===== config.mk =====
export PLATFORM = sky130hd
export DESIGN_NAME = btc_nonce_fifo
export DESIGN_NICKNAME = d
export VERILOG_FILES = /design/src/rtl/btc_nonce_fifo.sv
export SDC_FILE = /design/constraint.sdc
export NUM_CORES = 1
export LEC_CHECK = 0
export CAP_MARGIN = 20
export CORE_MARGIN = 5
export CORE_UTILIZATION = 50
export DETAILED_ROUTE_END_ITERATION = 6
export DONT_BUFFER_PORTS = 1
export GPL_ROUTABILITY_DRIVEN = 0
export GPL_TIMING_DRIVEN = 1
export PLACE_DENSITY = 0.76
export SETUP_SLACK_MARGIN = 0.4
export SYNTH_ARGS = -nofsm -noshare
export SYNTH_HDL_FRONTEND = slang
export SYNTH_SLANG_ARGS = --single-unit
export TNS_END_PERCENT = 1

===== constraint.sdc =====
create_clock -name clk -period 5.6 [get_ports clk]
set_clock_uncertainty 0.15 [all_clocks]
set_input_delay 1.12 -clock clk [delete_from_list [all_inputs] [get_ports clk]]
set_output_delay 1.12 -clock clk [all_outputs]
set_load 0.05 [all_outputs]

===== src/rtl/btc_nonce_fifo.sv =====
// btc_nonce_fifo: first-word fall-through FIFO that buffers nonces reported by
// a mining core, with sticky overflow / done flags and a level interrupt.
// A push and a pop in the same cycle are both accepted, even when the FIFO is full.
// The interrupt output is built only when BTC_NONCE_FIFO_IRQ_EN is defined.
// Without that macro, irq is tied low and the design has no irq flop.
module btc_nonce_fifo #(
    parameter int DEPTH = 8,
    parameter int CNT_W = $clog2(DEPTH) + 1
) (
    input  logic             clk,
    input  logic             arst_n,
    input  logic [31:0]      found_nonce,
    input  logic             found_valid,
    input  logic             core_done,
    input  logic             clear,
    input  logic             pop,
    output logic [31:0]      head_nonce,
    output logic             head_valid,
    output logic [CNT_W-1:0] count,
    output logic             overflow,
    output logic             done_seen,
    output logic             irq
);

    localparam int PTR_W = $clog2(DEPTH);

    logic [31:0]      mem [DEPTH];
    logic [PTR_W-1:0] rd_ptr;
    logic [PTR_W-1:0] wr_ptr;
    logic             full;
    logic             pop_ok;
    logic             push_ok;
    logic             core_done_q;

    assign head_valid = (count != '0);
    assign full       = (count == CNT_W'(DEPTH));
    // A pop on an empty FIFO is ignored.
    assign pop_ok     = pop && head_valid;
    // When full, a concurrent pop frees the slot that the push then reuses.
    assign push_ok    = found_valid && (!full || pop_ok);
    // The head is read straight from storage, so a new entry is visible right after its push edge.
    assign head_nonce = head_valid ? mem[rd_ptr] : 32'h0;

    // Storage write at the tail; a clear in the same cycle suppresses the write.
    // NOTE: the data array has no reset; count and head_valid qualify every read, so stale contents are never observed.
    always_ff @(posedge clk) begin
        if (push_ok && !clear) begin
            mem[wr_ptr] <= found_nonce;
        end
    end

    // Pointer and occupancy bookkeeping; clear overrides push and pop.
    // NOTE: sequential state uses non-blocking assignments so that every flop samples pre-edge values.
    always_ff @(posedge clk or negedge arst_n) begin
        if (!arst_n) begin
            rd_ptr <= '0;
            wr_ptr <= '0;
            count  <= '0;
        end else if (clear) begin
            rd_ptr <= '0;
            wr_ptr <= '0;
            count  <= '0;
        end else begin
            if (push_ok) wr_ptr <= wr_ptr + 1'b1;
            if (pop_ok)  rd_ptr <= rd_ptr + 1'b1;
            if (push_ok && !pop_ok) begin
                count <= count + 1'b1;
            end else if (pop_ok && !push_ok) begin
                count <= count - 1'b1;
            end
        end
    end

    // Sticky overflow / done flags, plus the core_done history used for the rising-edge detect.
    always_ff @(posedge clk or negedge arst_n) begin
        if (!arst_n) begin
            overflow    <= 1'b0;
            done_seen   <= 1'b0;
            core_done_q <= 1'b0;
        end else begin
            core_done_q <= core_done;
            if (clear) begin
                overflow  <= 1'b0;
                done_seen <= 1'b0;
            end else begin
                if (found_valid && full && !pop) overflow  <= 1'b1;
                if (core_done && !core_done_q)   done_seen <= 1'b1;
            end
        end
    end

`ifdef BTC_NONCE_FIFO_IRQ_EN
    // Registered interrupt: follows the pending-work / flag state one cycle later.
    always_ff @(posedge clk or negedge arst_n) begin
        if (!arst_n) begin
            irq <= 1'b0;
        end else begin
            irq <= head_valid | overflow | done_seen;
        end
    end
`else
    assign irq = 1'b0;
`endif

endmodule


==> results of run 1 <==
==> worst paths after layout <==
kind / startpoint / endpoint / slack [ns] / depth (start not counted)
min in group clk: core_done_q$_DFF_PN0_ / done_seen$_DFFE_PN0P_ / 0.41 / 3
max in group asynchronous: arst_n / rd_ptr[1]$_DFFE_PN0P_ / 5.08 / 0
setup reg to reg: count[0]$_DFFE_PN0P_ / mem[0][27]$_DFFE_PP_ / 2.53 / 4
setup / recovery: rd_ptr[0]$_DFFE_PN0P_ / head_nonce[29] / 1.42 / 4
hold reg to reg: core_done_q$_DFF_PN0_ / done_seen$_DFFE_PN0P_ / 0.41 / 3
hold / removal: arst_n / rd_ptr[0]$_DFFE_PN0P_ / 0.13 / 0
==> through the flow <==
step           power [mW]  hold WS (ns)  setup slack [ns]  area (um^2)  std cells
6_report             5.57         0.131              1.42        11700        811
5_1_grt              5.82         0.110              1.18        11700        811
4_1_cts              5.65         0.111              1.30        11700        811
3_5_place_dp         4.06         0.408              1.88        10900        761
3_3_place_gp         4.03         0.402              1.91        10900        761
2_1_floorplan        3.84         0.385             0.158        10600        497
==> cells by family after synthesis <==
kind of cell             Yosys count  share of synthesized area, %
adder cells (fa/ha/maj)            5                         0.664
AND/OR/NAND/NOR                   72                          3.17
multiplexers                      98                          16.9
XOR/XNOR                           7                         0.581
buffers and inverters             31                          1.54
AO/OA/AOI/OAI                     14                          1.13
flip-flops                       269                          76.0
other                              1                        0.0356
==> report_power, final <==
part / switching [mW] / internal (mW)
clock network: 0.709 / 0.885
registers: 0.190 / 2.27
logic: 1.02 / 0.495
total: 1.92 / 3.65
==> cell type report <==
type | count | area, um^2 | area share, %
sequential | 269 | 8020 | 68.3
multi-input combinational | 197 | 2430 | 20.7
clock buffer | 32 | 694 | 5.92
tap | 275 | 344 | 2.93
timing repair buffer | 15 | 138 | 1.17
clock inverter | 18 | 91.3 | 0.778
inverter | 5 | 18.8 | 0.160
==> registers in the layout, summed over array words and instances, names as in the netlist <==
register / cells
core_done_q: 1
count: 4
done_seen: 1
mem: 256
overflow: 1
rd_ptr: 3
wr_ptr: 3
==> cells in the final DEF (no fill, tap or decap), types with 3 or more instances in the layout <==
master / instances
a21oi_1: 3
buf_4: 13
clkbuf_1: 5
clkbuf_16: 27
clkinv_1: 7
clkinv_2: 8
dfrtp_1: 10
edfxtp_1: 256
ha_1: 4
inv_1: 4
mux2i_1: 34
mux4_2: 64
nand2_1: 5
nand3_1: 5
nor2_1: 44
nor2_4: 4
nor3_2: 3
xnor2_1: 3
xor2_1: 4
==> worst max-delay path, stage by stage, from the launching register on <==
cell     delay [ns]
dfrtp_4        0.88
buf_12         0.34
mux4_2         0.28
mux2i_1        0.11
nor2_1         0.71
==> metal layers <==
metal,share of wire [%],vias to the layer above,track usage (%)
met5,0,-,0
met4,2.2,0,4.13
met3,7.3,27,4.06
met2,52,137,28.1
met1,39,2445,21.9
li1,-,2066,-
==> impl_metrics.toml, run 1 <==
[yosys]
avgSynthCellArea_um2 = 21.2
syn-num-nets = 540
synth.top_cell.area_share_pct = 72.9
seq_area_frac_synth_pct = 76.0
yosysMostFrequentCell = "edfxtp_1"
synth_cells = 497
synthFlopType = "edfxtp_1"
synth_cell_types = 40
yosys_warnings = 0
ys_top_cells_by_area = "edfxtp_1 73%, mux4_2 14%, mux2i_1 3.2%"
synth_common_cells = "256 x edfxtp_1, 64 x mux4_2, 47 x nor2_1"
synth_edf_count = 256
synth_seq_cells = 269
synth_top_area_cell = "edfxtp_1"
async_flop_share_pct = 4.83
syn_area_um2 = 10500

[detailed_routing]
drt_iter0_drc = 298
postRouteAntennaNets = 0
remaining_drc_errors = 0
firstDrtPassIters = 5
vias = 4675
drt_wl_total_mm = 19.3
routedWlPerCell_um = 23.8
viasPerCell = 5.76

[clock_tree]
cts.root.buffer_cell = "clkbuf_16"
cts_max_level = 1
cts.path.max_buffers = 3
cts_sinks = 269
numCtsBuffers = 27
clk_latency_ns = 0.53
path_clk_slew_ns = 0.06
cts_hold_buf = 0
cts_resized = 0
cts_setup_buffers = 0
cts_tree = "done"

[worst_hold_path]
min_path_type = "in -> async"

[cells_and_area]
nFillCells = 1542
num_antenna_cells = 0
drive_above_1_share_pct = 25.0
area_delta_synth_final_pct = 11.3
final_util_pct = 56.2
nets = 558

[grt]
grt_max_degree = 37
grt_antenna_before_repair = 0
grt_usage_pct = 16.6
grt_pass1_wl_mm = 30.5
grt_overflow_total = 0
grt_pass1_vias = 5075

[placed_design]
io_buffers = 0
hpwl_mm = 11.3

[power_and_ir_drop]
p_leak_nw = 3.63
max-vdd-ir-drop_uv = 305
power_density_nw_per_um2 = 475

[setup_path]
crit_path_end_kind = "output port"
worstPathRequired_ns = 4.33
crit_fanout = 35
critical_path_class = "reg -> out"
crit_path_start_kind = "flop"
worstPathArrival_ns = 2.91

[floorplanning]
rows = 53
dieArea_um2 = 24100
die_w_um = 155
die_y_um = 155
start_util_pct = 50.5
core_um2 = 20900
pin_count = 78

[run_status]
status = "finished, final reports clean"

[timing]
fin_setup_tns_ns = 0
fmax_mhz = 239
setup_viol = 0
hold_viol_final = 0
max_slew_margin_pct = 32.3
rsz0062_at_grt = "no"
tightest_slew_ns = 1.01
finalMaxSlewViolations = 0
min_period_ns = 4.18
fin_crit_sh_pct = 74.6

[job]
cap_violations = 0
No activity file was read; power rests on OpenSTA's default activity.
==> run 2: changes to the inputs <==
==> constraint.sdc (replaced) <==
create_clock -name clk -period 4.1 [get_ports clk]
set_clock_uncertainty 0.15 [all_clocks]
set_input_delay 0.82 -clock clk [delete_from_list [all_inputs] [get_ports clk]]
set_output_delay 0.82 -clock clk [all_outputs]
set_load 0.05 [all_outputs]
==> run 2 against run 1 <==
- register-to-register slack lost 1.4 ns
- clock power grew 38%
- hold slack gained 0.044 ns
- critical endpoint is now head_nonce[7]
- sequential share of layout area shrank 1.9 points
- sequential cell count is the same
- die area is the same
- count of clock-buffer cells in the layout shrank 1
- via count grew 4.4%
==> impl_metrics.toml, run 2 (synthesized netlist as in run 1, its figures left out) <==
[run_status]
status = "finished, final reports clean"

[floorplanning]
dieArea_um2 = 24100
core_um2 = 20900
pin_count = 78
die_w_um = 155
start_util_pct = 50.5
die_y_um = 155
rows = 53

[worst_hold_path]
min_path_cells = 0
min_path_type = "in -> reg"

[timing]
setup_viol = 0
fmax_mhz = 275
max_slew_margin_pct = 34.4
fin_crit_sh_pct = 88.7
tightest_slew_ns = 0.981
min_period_ns = 3.64
fin_setup_tns_ns = 0
holdWs_ns = 0.175
rsz0062_at_grt = "yes"
hold_viol_final = 0
finalMaxSlewViolations = 0

[setup_path]
crit_path_end_kind = "output port"
reg2regPathDepth = 8
crit_family = "simple AND/OR/NAND/NOR gates"
path_cells = "or3_4 > nor2_4 > buf_4 > nor2_1"
crit_fanout = 8
critical_path_class = "reg -> out"
max_stage_delay_ns = 0.77
slowest_stage = "dfrtp_1"
worstPathRequired_ns = 3.13
crit_path_start_kind = "flop"
cp.depth = 4
worstPathArrival_ns = 2.67
critical_path_buf_inv_count = 1

[detailed_routing]
vias = 4881
postRouteAntennaNets = 0
firstDrtPassIters = 4
drt_wl_total_mm = 20.1
drt_iter0_drc = 260
viasPerCell = 5.77
remaining_drc_errors = 0
routedWlPerCell_um = 23.8

[power_and_ir_drop]
power_density_nw_per_um2 = 669
p_int_mw = 5.37
power_switching_mw = 2.71
clkPwrFrac_pct = 27.2
p_leak_nw = 3.83
power_mw = 8.08
max-vdd-ir-drop_uv = 498
swShare_pct = 33.6
pwr-share-comb_pct = 31.9
seqPwrFrac_pct = 40.8

[cells_and_area]
multi_input_area_um2 = 2440
nFillCells = 1519
final-seq-area_um2 = 8020
nets = 596
drive_above_1_share_pct = 29.8
final_common_cell = "edfxtp_1"
area_delta_synth_final_pct = 14.5
fin_area_um2 = 12100
largest_reg_flops = 256
layout.cells.non_filler = 846
top_register = "mem"
reg_top3 = "mem: 256 flops, count: 4 flops"
most-common-layout-cells = "256 x edfxtp_1, 64 x mux4_2, 49 x buf_4"
num_antenna_cells = 0

[placed_design]
io_buffers = 0
hpwl_mm = 12.0
dpl_cell_area_um2 = 11200
place_inst = 795

[clock_tree]
cts.path.max_buffers = 3
cts_tree = "done"
clk_latency_ns = 0.52
cts.root.buffer_cell = "clkbuf_16"
cts_sinks = 269
path_clk_slew_ns = 0.06
numCtsBuffers = 26
cts_max_level = 1

[grt]
grt_pass1_vias = 5286
grt_antenna_before_repair = 0
grt_max_degree = 31
grt_usage_pct = 17.2
grt_overflow_total = 0
grt_pass1_wl_mm = 31.7

[job]
cap_violations = 0
run 2: worst reg2reg max path, stage by stage (launching register included):
cell,delay (ns)
dfrtp_1,0.63
nor3_1,0.67
nand2_1,0.12
nand3_1,0.18
ha_1,0.30
a21oi_1,0.26
a21boi_0,0.16
nand3b_1,0.18
a31oi_1,0.19
run 2: path summary, 6_finish.rpt:
kind	start	endpoint	slack [ns]
worst min register to register	core_done_q$_DFF_PN0_	done_seen$_DFFE_PN0P_	0.41
min in group asynchronous	arst_n	count[0]$_DFFE_PN0P_	0.60
worst max register to register	count[0]$_DFFE_PN0P_	count[3]$_DFFE_PN0P_	1.17
worst max-delay path	count[0]$_DFFE_PN0P_	head_nonce[7]	0.46
worst min-delay path	core_done	core_done_q$_DFF_PN0_	0.17
max in group asynchronous	arst_n	rd_ptr[1]$_DFFE_PN0P_	2.76
run 2: power by group through the flow:
| stage | logic [mW] | clock network (mW) | registers [mW] |
|---|---|---|---|
| after floorplan | 1.98 | 0 | 3.26 |
| after global placement | 2.45 | 0 | 3.38 |
| after detailed placement | 2.48 | 0 | 3.39 |
| after CTS | 2.63 | 2.25 | 3.30 |
| after global routing | 2.74 | 2.38 | 3.31 |
| final | 2.58 | 2.20 | 3.30 |
run 2: per-layer routing:
| layer | wire length (um) | vias up | global-route usage, % | part of all wire [%] |
|---|---|---|---|---|
| li1 | - | 2132 | - | - |
| met1 | 7900 | 2610 | 21.8 | 39 |
| met2 | 10600 | 104 | 30.1 | 53 |
| met3 | 1230 | 35 | 4.31 | 6.1 |
| met4 | 404 | 0 | 4.00 | 2.0 |
| met5 | 0 | - | 0 | 0 |
run 2: what timing repair did:
item,in CTS,in global routing
hold endpoints to repair,13,0
endpoints found under the setup margin,14,2
buffers inserted,4,0
gates resized for setup,0,1
pin swaps,1,0
hold buffers,1,0
run 2: layout make-up:
cell class                      count  area share, %
Clock buffer                       31           5.72
Sequential cell                   269           66.4
Multi-Input combinational cell    197           20.2
Clock inverter                     15          0.839
Inverter                            5          0.155
Timing Repair Buffer               54           3.85
Tap cell                          275           2.85
run 2: stage by stage:
| stage | util [%] | setup WS [ns] |
|---|---|---|
| floorplan | - | -0.114 |
| global placement | 53.7 | 0.918 |
| detailed placement | 53.7 | 0.857 |
| CTS | 57.8 | 0.437 |
| global route | 57.8 | 0.395 |
| finish | 57.8 | 0.465 |
==> run 3: changes to the inputs <==
--- a/config.mk
+++ b/config.mk
@@ -8,12 +8,14 @@
 export CAP_MARGIN = 20
 export CORE_MARGIN = 5
 export CORE_UTILIZATION = 50
+export CTS_CLUSTER_DIAMETER = 40
 export DETAILED_ROUTE_END_ITERATION = 6
 export DONT_BUFFER_PORTS = 1
 export GPL_ROUTABILITY_DRIVEN = 0
 export GPL_TIMING_DRIVEN = 1
 export PLACE_DENSITY = 0.76
 export SETUP_SLACK_MARGIN = 0.4
+export SLEW_MARGIN = 20
 export SYNTH_ARGS = -nofsm -noshare
 export SYNTH_HDL_FRONTEND = slang
 export SYNTH_SLANG_ARGS = --single-unit
==> run 3 against run 2 <==
- sequential cell count did not move
- non-clock buffer count is 1 higher
- final cell count is 1.4% higher
- critical path type unchanged
- clock power grew 19%
- critical path depth unchanged
- maximum frequency increased by 0.22%
- first-iteration DRC count rose by 6.5%
- global-route usage is 0.40 points higher
==> impl_metrics.toml, run 3 (synthesized netlist as in run 1, its figures left out) <==
[grt]
use_met3_pct = 4.59
grt_usage_pct = 17.6
grt_overflow_total = 0
grt_pass1_vias = 5433
busiest_layer = "met2"
grt_use_met2_pct = 30.6
grt_max_degree = 31
grt_antenna_before_repair = 0
grtUsageMet1_pct = 22.3
grt_pass1_wl_mm = 32.5

[placed_design]
place_inst = 795
dpl_cell_area_um2 = 11200
io_buffers = 0
hpwl_mm = 12.0
place_ws_ns = 0.857

[power_and_ir_drop]
power_mw = 8.55
swShare_pct = 33.1
p_int_mw = 5.72
max-vdd-ir-drop_uv = 505
clkPwrFrac_pct = 30.6
power_density_nw_per_um2 = 695
pwr-share-comb_pct = 30.8
p_leak_nw = 3.95
seqPwrFrac_pct = 38.6
power_switching_mw = 2.83

[timing]
fin_crit_sh_pct = 88.5
rsz0062_at_grt = "yes"
tightest_slew_ns = 0.936
min_period_ns = 3.63
setup_viol = 0
finalMaxSlewViolations = 0
hold_viol_final = 0
max_slew_margin_pct = 37.4
fmax_mhz = 276
setup_ws_ns = 0.473

[setup_path]
cp.depth = 4
worstPathArrival_ns = 2.66
rrSetupSlack_ns = 1.16
crit_path_end_kind = "output port"
worstPathRequired_ns = 3.13
critical_path_class = "reg -> out"
crit_fanout = 8
crit_family = "simple AND/OR/NAND/NOR gates"
critical_path_buf_inv_count = 1
reg2regPathDepth = 8
crit_path_start_kind = "flop"
path_cells = "or3_4 > nor2_4 > buf_4 > nor2_1"
max_stage_delay_ns = 0.78
slowest_stage = "dfrtp_1"

[detailed_routing]
drt_wl_total_mm = 20.6
vias = 4988
routedWlPerCell_um = 24.0
drt_iter0_drc = 277
postRouteAntennaNets = 0
remaining_drc_errors = 0
firstDrtPassIters = 4
viasPerCell = 5.81

[cells_and_area]
num_antenna_cells = 0
largest_reg_flops = 256
reg_top3 = "mem: 256 flops, count: 4 flops"
final_common_cell = "edfxtp_1"
area_delta_synth_final_pct = 16.7
fin_area_um2 = 12300
final_util_pct = 58.9
nets = 602
top_register = "mem"
layout.cells.non_filler = 858
drive_above_1_share_pct = 31.7
most-common-layout-cells = "256 x edfxtp_1, 64 x mux4_2, 49 x buf_4"

[job]
cap_violations = 0

[floorplanning]
die_w_um = 155
pin_count = 78
core_um2 = 20900
rows = 53
dieArea_um2 = 24100
die_y_um = 155
start_util_pct = 50.5

[worst_hold_path]
min_path_cells = 0
min_path_type = "in -> reg"

[clock_tree]
clk_latency_ns = 0.53
path_clk_slew_ns = 0.06
cts_sinks = 269
numCtsBuffers = 31
cts.path.max_buffers = 3
cts.root.buffer_cell = "clkbuf_16"
cts_max_level = 1
cts_tree = "done"

[run_status]
status = "finished, final reports clean"
## run 3: cell count changes in the layout (fill, tap and decap cells not counted), moves of 2 or more
| cell | change |
|---|---|
| clkbuf_16 | +4 |
| clkinv_4 | +3 |
| clkinv_2 | +3 |
| bufinv_16 | +2 |
## run 3: stage by stage
step / setup TNS [ns] / hold slack, ns
3_5_place_dp: 0 / 0.375
2_1_floorplan: -10.96 / 0.374
6_report: 0 / 0.167
3_3_place_gp: 0 / 0.375
5_1_grt: 0 / 0.139
4_1_cts: 0 / 0.144
## run 3: cell type report
type                       instances  area (um^2)
clock buffer                      34          787
sequential                       269         8020
multi-input combinational        197         2440
timing repair buffer              55          485
clock inverter                    23          211
tap                              275          344
inverter                           5         18.8
fill                            1498         8580
## run 3: worst paths after layout
path / to / from
min reg2reg: done_seen$_DFFE_PN0P_ / core_done_q$_DFF_PN0_
max reg2reg: count[3]$_DFFE_PN0P_ / count[0]$_DFFE_PN0P_
min in group asynchronous: count[2]$_DFFE_PN0P_ / arst_n
min: core_done_q$_DFF_PN0_ / core_done
max: head_nonce[2] / count[0]$_DFFE_PN0P_
max in group asynchronous: rd_ptr[0]$_DFFE_PN0P_ / arst_n
## run 3: power groups by stage
| stage | clock network [mW] | registers (mW) | logic (mW) |
|---|---|---|---|
| 2_1_floorplan | 0 | 3.26 | 1.98 |
| 3_3_place_gp | 0 | 3.38 | 2.45 |
| 3_5_place_dp | 0 | 3.39 | 2.48 |
| 4_1_cts | 2.67 | 3.31 | 2.67 |
| 5_1_grt | 2.82 | 3.31 | 2.79 |
| 6_report | 2.62 | 3.30 | 2.63 |
## run 3: repair_timing
item	4_1_cts	5_1_grt
hold endpoints to repair	13	0
hold buffers	1	0
endpoints found under the setup margin	17	4
setup buffers	5	0
resized for setup	0	1
pin swaps	1	0
cloned	0	0
## run 3: per-layer routing
metal  routed length [um]  part of all wire [%]
met4                  419                   2.0
met3                 1340                   6.5
met1                 8100                    39
met2                10700                    52
met5                    0                     0
